[config.mk]
export PLATFORM = sky130hd
export DESIGN_NAME = poly_osc
export DESIGN_NICKNAME = d
export VERILOG_FILES = /design/src/rtl/poly_osc.sv
export SDC_FILE = /design/constraint.sdc
export NUM_CORES = 1
export LEC_CHECK = 0
export BUFFER_PORTS_ARGS = -buffer_cell sky130_fd_sc_hd__buf_2
export CELL_PAD_IN_SITES_DETAIL_PLACEMENT = 2
export CELL_PAD_IN_SITES_GLOBAL_PLACEMENT = 2
export CORE_ASPECT_RATIO = 1.5
export CORE_MARGIN = 5
export CORE_UTILIZATION = 30
export DETAILED_ROUTE_END_ITERATION = 7
export PLACE_DENSITY_LB_ADDON = 0.05
export SLEW_MARGIN = 20
export SYNTH_ARGS = -nofsm -noshare
export SYNTH_HDL_FRONTEND = slang
export SYNTH_SLANG_ARGS = --single-unit
export TNS_END_PERCENT = 10
[constraint.sdc]
create_clock -name clk_i -period 5.2 [get_ports clk_i]
set_clock_uncertainty 0.1 [all_clocks]
set_input_delay 0.52 -clock clk_i [delete_from_list [all_inputs] [get_ports clk_i]]
set_output_delay 0.52 -clock clk_i [all_outputs]
set_load 0.005 [all_outputs]
[src/rtl/poly_osc.sv]
// poly_osc: polyphonic square-wave oscillator bank with note-tag voice allocation
// ports: clk_i clock, rst_i async active-high reset
//        noteOnStrb_i/noteOffStrb_i one-cycle requests, note_i tag, halfCntPeriod_i clocks per half-period
//        wave_o per-voice square wave, active_o per-voice busy, mix_o registered count of high waves,
//        allBusy_o every voice active, drop_o one-cycle pulse for an unserviced note-on
// define OSC_VOICE_STEAL_EN to steal a voice round-robin instead of dropping when all are busy
module poly_osc #(
    parameter int NUM_VOICES = 4,
    parameter int CNT_W = 16,
    parameter int NOTE_W = 8
) (
    input  logic                                clk_i,
    input  logic                                rst_i,
    input  logic                                noteOnStrb_i,
    input  logic                                noteOffStrb_i,
    input  logic [NOTE_W-1:0]                   note_i,
    input  logic [CNT_W-1:0]                    halfCntPeriod_i,
    output logic [NUM_VOICES-1:0]               wave_o,
    output logic [NUM_VOICES-1:0]               active_o,
    output logic [$clog2(NUM_VOICES+1)-1:0]     mix_o,
    output logic                                allBusy_o,
    output logic                                drop_o
);
    localparam int MIX_W = $clog2(NUM_VOICES + 1);

    logic [NUM_VOICES-1:0] act, wav, live, hit, hit_oh, free_oh, sel;
    logic [NOTE_W-1:0] tag [NUM_VOICES];
    logic [CNT_W-1:0] per [NUM_VOICES];
    logic [CNT_W-1:0] cnt [NUM_VOICES];
    logic [MIX_W-1:0] mix_n;
    logic take, drop;

    // live: voices still active once this cycle's note-off is applied, so a
    // same-cycle note-on sees the freed slots
    always_comb begin
        live = '0;
        hit = '0;
        mix_n = '0;
        for (int i = 0; i < NUM_VOICES; i++) begin
            live[i] = act[i] & ~(noteOffStrb_i && tag[i] == note_i);
            hit[i] = live[i] && tag[i] == note_i;
            mix_n = mix_n + MIX_W'(wav[i] & act[i]);
        end
    end

    // lowest set bit of hit, lowest clear bit of live
    assign hit_oh = hit & (~hit + NUM_VOICES'(1));
    assign free_oh = ~live & (live + NUM_VOICES'(1));
    assign take = noteOnStrb_i && halfCntPeriod_i != '0;

`ifdef OSC_VOICE_STEAL_EN
    localparam int PW = $clog2(NUM_VOICES);
    logic [PW-1:0] ptr;
    assign sel = !take ? '0 : hit != '0 ? hit_oh : free_oh != '0 ? free_oh : NUM_VOICES'(1) << ptr;
    always_ff @(posedge clk_i or posedge rst_i)
        if (rst_i)
            ptr <= '0;
        else if (take && hit == '0 && free_oh == '0)
            ptr <= (ptr == PW'(NUM_VOICES - 1)) ? '0 : ptr + PW'(1);
`else
    assign sel = !take ? '0 : hit != '0 ? hit_oh : free_oh;
`endif

    always_ff @(posedge clk_i or posedge rst_i) begin
        if (rst_i) begin
            act <= '0;
            wav <= '0;
            drop <= 1'b0;
            mix_o <= '0;
            for (int i = 0; i < NUM_VOICES; i++) begin
                tag[i] <= '0;
                per[i] <= '0;
                cnt[i] <= '0;
            end
        end else begin
            drop <= noteOnStrb_i && sel == '0;
            mix_o <= mix_n;
            for (int i = 0; i < NUM_VOICES; i++) begin
                if (sel[i]) begin
                    act[i] <= 1'b1;
                    tag[i] <= note_i;
                    per[i] <= halfCntPeriod_i;
                    cnt[i] <= '0;
                    wav[i] <= 1'b0;
                end else if (!live[i]) begin
                    act[i] <= 1'b0;
                    cnt[i] <= '0;
                    wav[i] <= 1'b0;
                end else if (cnt[i] == per[i] - CNT_W'(1)) begin
                    cnt[i] <= '0;
                    wav[i] <= ~wav[i];
                end else begin
                    cnt[i] <= cnt[i] + CNT_W'(1);
                end
            end
        end
    end

    assign wave_o = wav;
    assign active_o = act;
    assign allBusy_o = &act;
    assign drop_o = drop;
endmodule
==> Flow_metrics.wiki <==
{| class="wikitable"
! Metric !! Value
|-
| Count of warnings emitted by yosys || 0
|-
| Area fraction in and, or, nand and nor cells after synthesis || between 20% and 30%
|-
| Final Max Slew Viols || 0
|-
| Vias/cell || roughly 5.2
|-
| Source-to-sink clock delay at the later pin of the worst-skew pair || between 0.4 and 0.5 ns
|-
| Worst setup path category || reg -> reg
|-
| Top Family by Delay on Critical Path || compound AO/OA/AOI/OAI gates
|-
| Dominant combinational cell family by area after synthesis || simple AND/OR/NAND/NOR gates
|-
| Placement Rows || about 80
|-
| Number of buffers inserted for hold repair after clock tree synthesis || 0
|-
| Footprint of the multi-input gates || about 5500 sq um
|-
| Buffer cell driving the clock tree root || clkbuf_16
|-
| Number of DRC violations after detailed-routing iteration 0 || 233
|-
| Worst-path clk slew || ~0.070 ns
|-
| Count leader, synth || dfrtp_1
|-
| Clock Tree Buf Depth || 2
|-
| DRC violation count after routing || 0
|-
| Vias post-DR || about 7500
|-
| Height of the die || ~240 um
|-
| Async set-reset flop share out of synthesis || 100%
|-
| Effective utilization at floorplan || between 30 and 40%
|-
| Syn_nets || around 1000
|-
| Detail Route Antenna Nets || 0
|-
| Number of buffer and inverter stages on the critical path || 2
|-
| First-pass GRT wire length || 48700 um
|-
| Worst path max stage delay || around 0.79 ns
|-
| Adder-cell share of the synthesized area || between 1 and 1.5%
|-
| CP max stage cell || o31ai_4
|-
| Initial antenna violation count || 1
|-
| Final Routed Wirelength || 29900 um
|-
| Critical path, cell by cell || inv_1 -> ha_1 -> nor3b_1 -> buf_4 -> or3_1 -> a2111o_1 -> a311oi_2 -> o21ai_2 -> o31ai_4 -> nor2_1
|-
| Setup TNS || 0 ns
|-
| Routed len/inst || slightly above 20 um
|-
| Cell types occupying the most area after synthesis || dfrtp_1 42%, mux2_2 10%, xnor2_1 8.9%, xor2_1 5.0%, nor2_1 3.0%
|-
| Vias in the first global route || between 8000 and 9000
|-
| Area share of xor/xnor cells in the synthesized design || between 10 and 15%
|-
| Area taken by flip-flops and latches || between 4000 and 5000 sq um
|-
| Number of buffers inserted during clock tree synthesis || 17
|-
| Synthesized netlist cell count || between 900 and 1000
|-
| Final count of hold timing violations || 0
|-
| Total global routing track utilization || roughly 16%
|-
| Outcome || complete, no violations
|-
| Unrepaired setup endpoints after global routing || false
|-
| Overflow left after global routing || 0
|-
| Core Box Area || 33400 sq um
|-
| Number of violations of the max-capacitance limit || 0
|-
| Sum of net half-perimeters after detailed placement || ~22000 um
|-
| Most used DFF post-synth || dfrtp_1
|-
| Level count of the clock H-tree || 4
|-
| Worst-case headroom to the max-slew limit || between 30% and 40%
|-
| Post-synthesis sequential area ratio || 42.4%
|-
| VDD IR-drop max || ~0.22 mV
|-
| Maximum number of pins on one net before global-route repair || 125
|-
| Leakage power summed over all cells || 4.63 nW
|-
| Crit path max fanout || 16
|-
| Pwr per Cell Area || about 550 nW/um^2
|-
| CTS tree || done
|-
| Source of the worst register-to-register timing path || per[0]$_DFFE_PP0N_
|-
| Crit. End Element || register
|-
| Netlist area before placement || 10200 sq um
|-
| Critical path origin || per[0]$_DFFE_PP0N_
|-
| Antenna fix cells || 0
|-
| Startpoint kind of the worst setup timing path || register
|-
| Resized cells post-CTS || 0
|-
| Post-route minimum period || 3.54 ns
|-
| Data arrival time of the critical path || between 3 and 4 ns
|-
| Top cell type by total area after synthesis || dfrtp_1
|-
| Post CTS Setup Buffer Count || 0
|-
| Portion of synthesized cell area occupied by the leading cell type || a little over two fifths
|-
| Fraction of the cycle the final worst path needs || 68.0%
|-
| Clock tree sinks || 172
|-
| Layout overhead on the synthesized area || 11.7%
|-
| Data required, critical path || about 5.4 ns
|-
| Top post-synthesis cells by count || 172 x dfrtp_1, 103 x xnor2_1, 94 x mux2_2
|-
| Share of cell area taken by muxes after synthesis || between 10% and 20%
|-
| Yosys cell types || 80
|-
| Total design power || 6.29 mW
|-
| Top-Level Pins || 41
|-
| Filler cell count || approximately 3700
|-
| Min-delay worst type || in -> async
|-
| Maximum clock rate || 0.283 GHz
|-
| Die footprint || between 30000 and 40000 sq um
|-
| Count of input and output buffers || 40
|-
| Width of the chip || 160 um
|-
| Number of endpoints failing setup at the final stage || 0
|-
| Final layout net count || between 1000 and 1500
|-
| Fraction of the mapped netlist area in compound gates || 7.70%
|-
| Average size of a mapped cell || ~10 sq um
|-
| Fraction of layout instances using a drive strength above 1 || 20.8%
|-
| GPL Wtd Cong || around 0.77
|-
| Post-synth EDFFs || 0
|-
| Worst Max-Slew Pin Slew || 0.919 ns
|-
| First-pass iteration count of the detailed router || 4
|-
| Count of state elements after synthesis || around 170
|}
==> final timing paths <==
kind / cells past startpoint / slack, ns / end
worst max-delay path: 10 / 1.66 / cnt[15]$_DFF_PP0_
worst min-delay path: 3 / 0.16 / cnt[16]$_DFF_PP0_
worst max register to register: 10 / 1.66 / cnt[15]$_DFF_PP0_
min in group clk_i: 2 / 0.34 / per[5]$_DFFE_PP0N_
max in group asynchronous: 3 / 4.26 / cnt[52]$_DFF_PP0_
worst min register to register: 1 / 0.43 / tag[14]$_DFFE_PP0N_
==> metrics by stage <==
step                cell area [sq um]  util (%)  worst slack (ns)  hold slack [ns]  instances
floorplan                       10200         -              2.24            0.383        995
global placement                10700      32.0              1.66            0.410       1405
detailed placement              10700      32.0              1.62            0.419       1405
CTS                             11300      33.9              1.55            0.207       1436
global route                    11300      33.9              1.40            0.252       1436
finish                          11300      33.9              1.66            0.163       1436
==> layer usage <==
metal / vias up / routed length [um] / track usage [%]
met5: - / 0 / 0
met4: 0 / 501 / 4.77
met3: 21 / 570 / 2.47
met2: 68 / 15900 / 29.8
met1: 3907 / 12900 / 19.7
li1: 3540 / - / -
==> placed cells by master, fill, tap and decap left out, drive strengths merged, types with 25 or more instances in the layout <==
master	Yosys	layout
nand4	25	25
xor2	58	58
nor2	91	91
dfrtp	172	172
nor3	37	37
buf	15	48
nand2	49	49
xnor2	103	103
mux2	94	94
nand3	43	43
nor4	29	29
==> where the power goes <==
group / switching (mW) / total, mW / internal [mW]
Sequential: 0.712 / 2.52 / 1.81
Clock: 0.559 / 1.39 / 0.828
Combinational: 1.19 / 2.38 / 1.19
==> worst min-delay path: cells and delay by family <==
family                 cells  cell delay [ns]
buffers and inverters      3             0.68
==> kinds of logic after synthesis <==
group	count (synthesis)
simple gates	365
flops	172
fa+ha+maj	11
compound gates	105
xor+xnor	161
buf+inv	83
mux	98
==> area by class of cell <==
cell class | instances | share of cell area, %
Timing Repair Buffer | 48 | 2.41
Tap cell | 420 | 4.63
Multi-Input combinational cell | 740 | 48.6
Inverter | 25 | 0.861
Clock inverter | 10 | 1.46
Clock buffer | 21 | 4.06
Sequential cell | 172 | 38.0
==> flip-flops by register name, summed over array words and instances (netlist names) <==
signal,cells
cnt,64
per,64
tag,32
active_o,4
wave_o,4
mix_o,3
drop_o,1
No activity file was read; power rests on OpenSTA's default activity.
